**src/rtl/core_ldst_pipe_pkg.sv**
```systemverilog
// Shared types for the pipelined load/store unit: bus words, decode and
// writeback records, access size encoding and the queue entry layout.
package core_ldst_pipe_pkg;

    typedef logic [31:0] word;
    typedef logic [15:0] hword;
    typedef logic [29:0] ptr;

    localparam int RD_W = 4;

    typedef enum logic [1:0] {
        LDST_BYTE = 2'd0,
        LDST_HALF = 2'd1,
        LDST_WORD = 2'd2
    } ldst_size;

    typedef struct packed {
        logic            writeback;
        logic [RD_W-1:0] rd;
    } insn_data;

    typedef struct packed {
        insn_data data;
    } insn_decode;

    typedef struct packed {
        logic            ready;
        logic [RD_W-1:0] rd;
        word             value;
    } wb_line;

    typedef struct packed {
        logic [RD_W-1:0] rd;
        logic            load;
        logic [1:0]      off;
        ldst_size        size;
        logic            sign_ext;
        logic            done;
        word             data;
    } ldst_entry;

    // Clear the offset bits that would make an access misaligned.
    function automatic logic [1:0] align_off(input ldst_size sz, input logic [1:0] off);
        case (sz)
            LDST_BYTE: return off;
            LDST_HALF: return {off[1], 1'b0};
            default:   return 2'b00;
        endcase
    endfunction

endpackage

```
**src/rtl/core_ldst_lanes.sv**
```systemverilog
// Byte-lane logic: store byte enables and lane replication on the issue
// side, load alignment and extension on the retire side.
module core_ldst_lanes
    import core_ldst_pipe_pkg::*;
(
    input  logic [1:0] st_off_i,
    input  ldst_size   st_size_i,
    input  word        st_data_i,
    output logic [3:0] be_o,
    output word        wr_data_o,
    input  logic [1:0] ld_off_i,
    input  ldst_size   ld_size_i,
    input  logic       ld_sext_i,
    input  word        ld_data_i,
    output word        ld_value_o
);

    word sh;

    // Store side: enables shifted to the addressed lanes, data copied to all lanes.
    always_comb begin
        be_o      = 4'b1111;
        wr_data_o = st_data_i;
        case (st_size_i)
            LDST_BYTE: begin
                be_o      = 4'b0001 << st_off_i;
                wr_data_o = {4{st_data_i[7:0]}};
            end
            LDST_HALF: begin
                be_o      = 4'b0011 << st_off_i;
                wr_data_o = {2{st_data_i[15:0]}};
            end
            default: ;
        endcase
    end

    // Load side: bring the addressed lanes down to bit 0, then extend.
    always_comb begin
        sh         = ld_data_i >> {ld_off_i, 3'b000};
        ld_value_o = sh;
        case (ld_size_i)
            LDST_BYTE: ld_value_o = {{24{ld_sext_i & sh[7]}}, sh[7:0]};
            LDST_HALF: ld_value_o = {{16{ld_sext_i & sh[15]}}, sh[15:0]};
            default: ;
        endcase
    end

endmodule

```
**src/rtl/core_raw_mask.sv**
```systemverilog
// One-hot pending-destination mask for a single register write; r0 never
// creates a hazard.
module core_raw_mask
    import core_ldst_pipe_pkg::*;
(
    input  logic            en_i,
    input  logic [RD_W-1:0] rd_i,
    output hword            mask_o
);

    // Set the destination bit when enabled and not r0.
    always_comb begin
        mask_o = '0;
        if (en_i && (rd_i != '0)) begin
            mask_o[rd_i] = 1'b1;
        end
    end

endmodule

```
**src/rtl/core_ldst_pipe.sv**
```systemverilog
// Pipelined load/store unit: holds up to DEPTH in-order bus transactions,
// retires them to writeback in issue order and reports pending load
// destinations. Build option LDST_MISALIGN_TRAP_EN turns misaligned accesses
// into a fault pulse instead of silently aligning them.
module core_ldst_pipe
    import core_ldst_pipe_pkg::*;
#(
    parameter int DEPTH = 2,
    parameter int BUS_W = 32
) (
    input  logic       clk,
    input  logic       rst_n,
    input  insn_decode dec,
    input  logic       start,
    input  ldst_size   size,
    input  logic       sign_ext,
    input  word        a,
    input  word        b,
    input  logic       data_ready,
    input  word        data_data_rd,
    input  logic       wb_stall,
    output wb_line     wb,
    output hword       raw_mask,
    output ptr         data_addr,
    output word        data_data_wr,
    output logic [3:0] data_data_be,
    output logic       data_start,
    output logic       data_write,
    output logic       ldst_wait,
    output logic       fault
);

    localparam int PW = (DEPTH > 1) ? $clog2(DEPTH) : 1;
    localparam int CW = $clog2(DEPTH + 1);

    if (BUS_W != 32) begin : g_bus_w_chk
        $error("core_ldst_pipe: BUS_W must be 32");
    end
    if ((DEPTH < 1) || ((DEPTH & (DEPTH - 1)) != 0)) begin : g_depth_chk
        $error("core_ldst_pipe: DEPTH must be a power of two");
    end

    // Pointer advance that wraps modulo DEPTH.
    function automatic logic [PW-1:0] ptr_inc(input logic [PW-1:0] p);
        if (DEPTH == 1) return '0;
        return p + 1'b1;
    endfunction

    ldst_entry        ent_q [DEPTH];
    logic [DEPTH-1:0] vld_q, vld_d;
    logic [PW-1:0]    head_q, head_d, tail_q, tail_d, resp_q, resp_d;
    logic [CW-1:0]    cnt_q, cnt_d;

    logic            data_start_q, data_write_q;
    ptr              data_addr_q;
    word             data_wr_q;
    logic [3:0]      data_be_q;
    logic            wb_ready_q;
    logic [RD_W-1:0] wb_rd_q;
    word             wb_value_q;

    logic       is_load, accept, push, pop, resp_hit, bypass;
    word        addr, head_data, st_wr, ld_value;
    logic [1:0] off_raw, off_eff;
    logic [3:0] st_be;
    ldst_entry  head_ent;

    assign is_load   = dec.data.writeback;
    assign addr      = is_load ? a : b;
    assign off_raw   = addr[1:0];
    assign ldst_wait = (cnt_q == CW'(DEPTH)) || wb_stall;
    assign accept    = start && !ldst_wait;

`ifdef LDST_MISALIGN_TRAP_EN
    logic misaligned, fault_q;
    assign misaligned = ((size == LDST_HALF) && off_raw[0]) ||
                        ((size == LDST_WORD) && (off_raw != 2'b00));
    assign off_eff    = off_raw;
    assign push       = accept && !misaligned;
    assign fault      = fault_q;

    // Fault pulse one cycle after a misaligned start, independent of stalls.
    always_ff @(posedge clk or negedge rst_n) begin
        if (!rst_n) fault_q <= 1'b0;
        else        fault_q <= start && misaligned;
    end
`else
    assign off_eff = align_off(size, off_raw);
    assign push    = accept;
    assign fault   = 1'b0;
`endif

    // A response lands on the oldest not-done entry; if that entry is the
    // head it can retire in the same cycle, giving the two-cycle load latency.
    assign head_ent  = ent_q[head_q];
    assign resp_hit  = data_ready && vld_q[resp_q] && !ent_q[resp_q].done;
    assign bypass    = resp_hit && (resp_q == head_q);
    assign pop       = vld_q[head_q] && (head_ent.done || bypass) && !wb_stall;
    assign head_data = head_ent.done ? head_ent.data : data_data_rd;

    core_ldst_lanes u_lanes (
        .st_off_i   (off_eff),
        .st_size_i  (size),
        .st_data_i  (a),
        .be_o       (st_be),
        .wr_data_o  (st_wr),
        .ld_off_i   (head_ent.off),
        .ld_size_i  (head_ent.size),
        .ld_sext_i  (head_ent.sign_ext),
        .ld_data_i  (head_data),
        .ld_value_o (ld_value)
    );

    hword ent_mask [DEPTH];
    hword in_mask;

    for (genvar i = 0; i < DEPTH; i++) begin : g_ent_mask
        core_raw_mask u_mask (
            .en_i   (vld_q[i] && ent_q[i].load),
            .rd_i   (ent_q[i].rd),
            .mask_o (ent_mask[i])
        );
    end

    core_raw_mask u_in_mask (
        .en_i   (start && is_load),
        .rd_i   (dec.data.rd),
        .mask_o (in_mask)
    );

    // Merge pending-load destinations with the one being issued.
    always_comb begin
        raw_mask = in_mask;
        for (int i = 0; i < DEPTH; i++) begin
            raw_mask = raw_mask | ent_mask[i];
        end
    end

    // Queue bookkeeping: push at tail, pop at head, response pointer apart.
    always_comb begin
        vld_d  = vld_q;
        head_d = head_q;
        tail_d = tail_q;
        resp_d = resp_q;
        cnt_d  = cnt_q;
        if (push) begin
            vld_d[tail_q] = 1'b1;
            tail_d        = ptr_inc(tail_q);
        end
        if (pop) begin
            vld_d[head_q] = 1'b0;
            head_d        = ptr_inc(head_q);
        end
        if (resp_hit) begin
            resp_d = ptr_inc(resp_q);
        end
        case ({push, pop})
            2'b10:   cnt_d = cnt_q + 1'b1;
            2'b01:   cnt_d = cnt_q - 1'b1;
            default: ;
        endcase
    end

    // Control state and output strobes.
    always_ff @(posedge clk or negedge rst_n) begin
        if (!rst_n) begin
            vld_q        <= '0;
            head_q       <= '0;
            tail_q       <= '0;
            resp_q       <= '0;
            cnt_q        <= '0;
            data_start_q <= 1'b0;
            wb_ready_q   <= 1'b0;
        end else begin
            vld_q        <= vld_d;
            head_q       <= head_d;
            tail_q       <= tail_d;
            resp_q       <= resp_d;
            cnt_q        <= cnt_d;
            data_start_q <= push;
            wb_ready_q   <= pop && head_ent.load;
        end
    end

    // Entry payloads: filled on push, completed by the in-order response.
    always_ff @(posedge clk) begin
        if (push) begin
            ent_q[tail_q] <= '{rd: dec.data.rd, load: is_load, off: off_eff, size: size,
                               sign_ext: sign_ext, done: 1'b0, data: '0};
        end
        if (resp_hit) begin
            ent_q[resp_q].done <= 1'b1;
            ent_q[resp_q].data <= data_data_rd;
        end
    end

    // Bus request and writeback payload registers.
    always_ff @(posedge clk) begin
        if (push) begin
            data_addr_q  <= addr[31:2];
            data_write_q <= !is_load;
            data_be_q    <= st_be;
            data_wr_q    <= st_wr;
        end
        if (pop && head_ent.load) begin
            wb_rd_q    <= head_ent.rd;
            wb_value_q <= ld_value;
        end
    end

    // Responses are only legal while a request is outstanding.
    always @(posedge clk) begin
        if (rst_n && data_ready) begin
            assert (vld_q[resp_q] && !ent_q[resp_q].done)
                else $error("core_ldst_pipe: data_ready with no outstanding request");
        end
    end

    assign data_start   = data_start_q;
    assign data_addr    = data_addr_q;
    assign data_write   = data_write_q;
    assign data_data_be = data_be_q;
    assign data_data_wr = data_wr_q;
    assign wb           = {wb_ready_q, wb_rd_q, wb_value_q};

endmodule

```
**config.mk**
```make
export PLATFORM = sky130hd
export DESIGN_NAME = core_ldst_pipe
export DESIGN_NICKNAME = d
export VERILOG_FILES = /design/src/rtl/core_ldst_pipe_pkg.sv /design/src/rtl/core_ldst_lanes.sv /design/src/rtl/core_raw_mask.sv /design/src/rtl/core_ldst_pipe.sv
export SDC_FILE = /design/constraint.sdc
export NUM_CORES = 1
export LEC_CHECK = 0
export CAP_MARGIN = 10
export CORE_MARGIN = 2
export CORE_UTILIZATION = 50
export DETAILED_ROUTE_END_ITERATION = 8
export MAX_ROUTING_LAYER = met4
export PLACE_DENSITY_LB_ADDON = 0.12
export SLEW_MARGIN = 20
export SYNTH_ARGS = -nofsm -noshare
export SYNTH_HDL_FRONTEND = slang
export SYNTH_HIERARCHICAL = 1
export SYNTH_SLANG_ARGS = --single-unit
```
**constraint.sdc**
```tcl
create_clock -name clk -period 3.4 [get_ports clk]
set_input_delay 1.02 -clock clk [delete_from_list [all_inputs] [get_ports clk]]
set_output_delay 1.02 -clock clk [all_outputs]
set_load 0.02 [all_outputs]
```
==> metrics.yaml <==
status: "complete, no violations"
min_period_ps: 3340
hold_viol_final: 0
end_kind: "primary output"
met2_usage: 0.385
drt-wirelength-per-cell_um: 19.2
die_h_um: 142
core-area_um2: 18700
clock_sink_count: 198
worst_slew_pin_slew_ps: 657
synth-seq-area-share: 0.618
grt_usage: 0.241
grt_pass1_vias: 6567
yosys_most_used_dff: "edfxtp_1"
clk_latency_ps: 430
grt_overflow: 0
syn_area_per_cell_um2: 13.0
cts_tree: "built"
routed_wl_um: 23100
grtUsageMet3: 0.0626
relSlewSlack: 0.557
clockBufferDepth: 2
syn_inst: 732
mostFrequentLayoutCells: "208 x clkdlybuf4s50_1, 187 x edfxtp_1, 67 x and2_1"
synth_seq_cells: 198
boundaryPins: 232
max_freq_mhz: 300
cts_root_buffer: "clkbuf_16"
cp.arrival_ps: 2320
setup_viol: 0
cts_buffers: 17
row_count: 50
whs_ps: 479
rrSetupSlack_ps: 790
cts_htree_levels: 4
finalMaxSlewViolations: 0
fin_skew_ps: 13.5
final_nets: 1067
critPathMaxFanout: 4
viasPerCell: 5.39
synth-edff-count: 187
ys_warn_count: 6
grt_pass1_wl_um: 35900
gr-max-usage-layer: "met2"
power.leakage_nw: 4.68
ant_nets: 0
area_delta_synth_final_pct: 32.9
drc_errors: 0
die-area_um2: 20200
cp.required_ps: 2380
port_buffers: 229
path_class: "in2out"
cp-start-kind: "input port"
initial_core_util: 0.509
dp_hpwl_um: 16900
vias: 6486
syn_nets: 842
place.gp.congestion: 0.870
first_pass_iters: 5
die_w_um: 142
netlist_area_um2: 9520
ir_drop_mv: 0.436
fin_tns_setup_ps: 0
p_per_area_nw_per_um2: 706
synthArstFlopShare: 0.0455
fin_crit_sh: 0.982
final_common_cell: "clkdlybuf4s50_1"
clkSlewWorstSetupHoldPaths_ps: 60
gr-usage-met1: 0.309
max_cap_viol_count: 0
rsz0062_at_grt: "false"
final_layout_size_suffix_gt1_frac: 0.158
synth.distinct_cells: 49
grt_max_degree: 50
drtIter0Drc: 485
antenna_found_initial: 1
worstHoldPathType: "reg2reg"
==> layout make-up <==
class	count	area, µm²
tap	234	293
clock buffer	18	429
fill	1392	6050
inverter	7	26.3
antenna	1	2.50
timing repair buffer	259	2530
sequential	198	5880
multi-input combinational	474	3340
clock inverter	13	148
==> what timing repair did <==
item                                    in CTS  in global routing
endpoints found under the setup margin      15                  0
resized for setup                           73                  0
buffers inserted                             0                  0
hold buffers                                 0                  0
==> critical path, cell delays in order <==
cell and delay, ps:
dlygate4sd2_1 240, and2_4 160, buf_4 140, nand3b_1 170
nor2_1 60, or3_1 380, buf_6 140
==> per-stage QoR <==
stage / power [W] / cell area (µm²) / cells / util / setup WS [ps]
after floorplan: 0.00576 / 9520 / 732 / - / 28.9
after global placement: 0.00687 / 12100 / 1172 / 0.647 / -522
after detailed placement: 0.00697 / 12100 / 1172 / 0.647 / -541
after CTS: 0.00897 / 12700 / 1203 / 0.677 / 67.8
after global routing: 0.00936 / 12700 / 1204 / 0.677 / 13.0
final: 0.00893 / 12700 / 1204 / 0.677 / 61.5
==> synthesized netlist by cell type (3+ instances only) <==
master	count	area [µm²]
a211oi_1	8	60.1
buf_4	14	105
buf_6	5	56.3
nand2b_1	12	75.1
conb_1	4	15.0
nor2b_1	13	81.3
nand3_1	4	20.0
buf_2	11	55.1
o22ai_1	6	37.5
a21boi_0	7	52.6
or3b_1	3	26.3
or3_1	16	100
dfrtp_1	9	225
edfxtp_1	187	5620
nand3b_1	7	52.6
o21ai_0	45	225
mux2i_1	61	611
clkbuf_1	20	75.1
o21bai_1	3	22.5
nor3_1	11	55.1
inv_1	7	26.3
mux2_2	55	619
nor2_1	41	154
nand2_1	48	180
and2_1	68	425
buf_1	3	11.3
a21oi_1	18	90.1
xnor2_1	3	26.3
o2bb2ai_1	8	70.1
or2_2	7	43.8
==> registers in the layout, summed over array words and instances (netlist names), 2 cells and up <==
| name | count |
|---|---|
| cnt_q | 2 |
| data_addr | 30 |
| data_data_be | 4 |
| data_data_wr | 32 |
| ent_q | 86 |
| vld_q | 2 |
| wb_rd_q | 4 |
| wb_value_q | 32 |
==> worst paths after layout <==
kind / start / endpoint / cells after the start
max: start / raw_mask[11] / 7
min: cnt_q[1] / cnt_q[1] / 1
max reg2reg: head_q / wb_value_q[16] / 5
min reg2reg: cnt_q[1] / cnt_q[1] / 1
max in group asynchronous: rst_n / head_q / 1
min in group asynchronous: rst_n / cnt_q[0] / 1
==> routing by layer <==
metal | vias up | part of all wire
li1 | 3116 | -
met1 | 3122 | 0.42
met2 | 226 | 0.50
met3 | 22 | 0.065
met4 | 0 | 0.014
met5 | - | 0
==> logic make-up after synthesis <==
logic type,Yosys count,share of synthesized area
and+or+nand+nor,240,0.135
DFF,198,0.618
muxes,118,0.132
AOI/OAI and AO/OA,106,0.0735
buffers and inverters,60,0.0346
xor gates and xnor gates,5,0.00460
other,4,0.00158
adders and majority gates,1,0.00131
==> report_power, final <==
group	internal, W	leakage (nW)	switching [W]	total [W]
combinational	0.00140	2.54	0.00203	0.00343
sequential	0.00333	1.87	0.000181	0.00351
clock	0.00109	0.270	0.000906	0.00200
total	0.00582	4.68	0.00311	0.00893
Power figures use the tool's default switching activity.
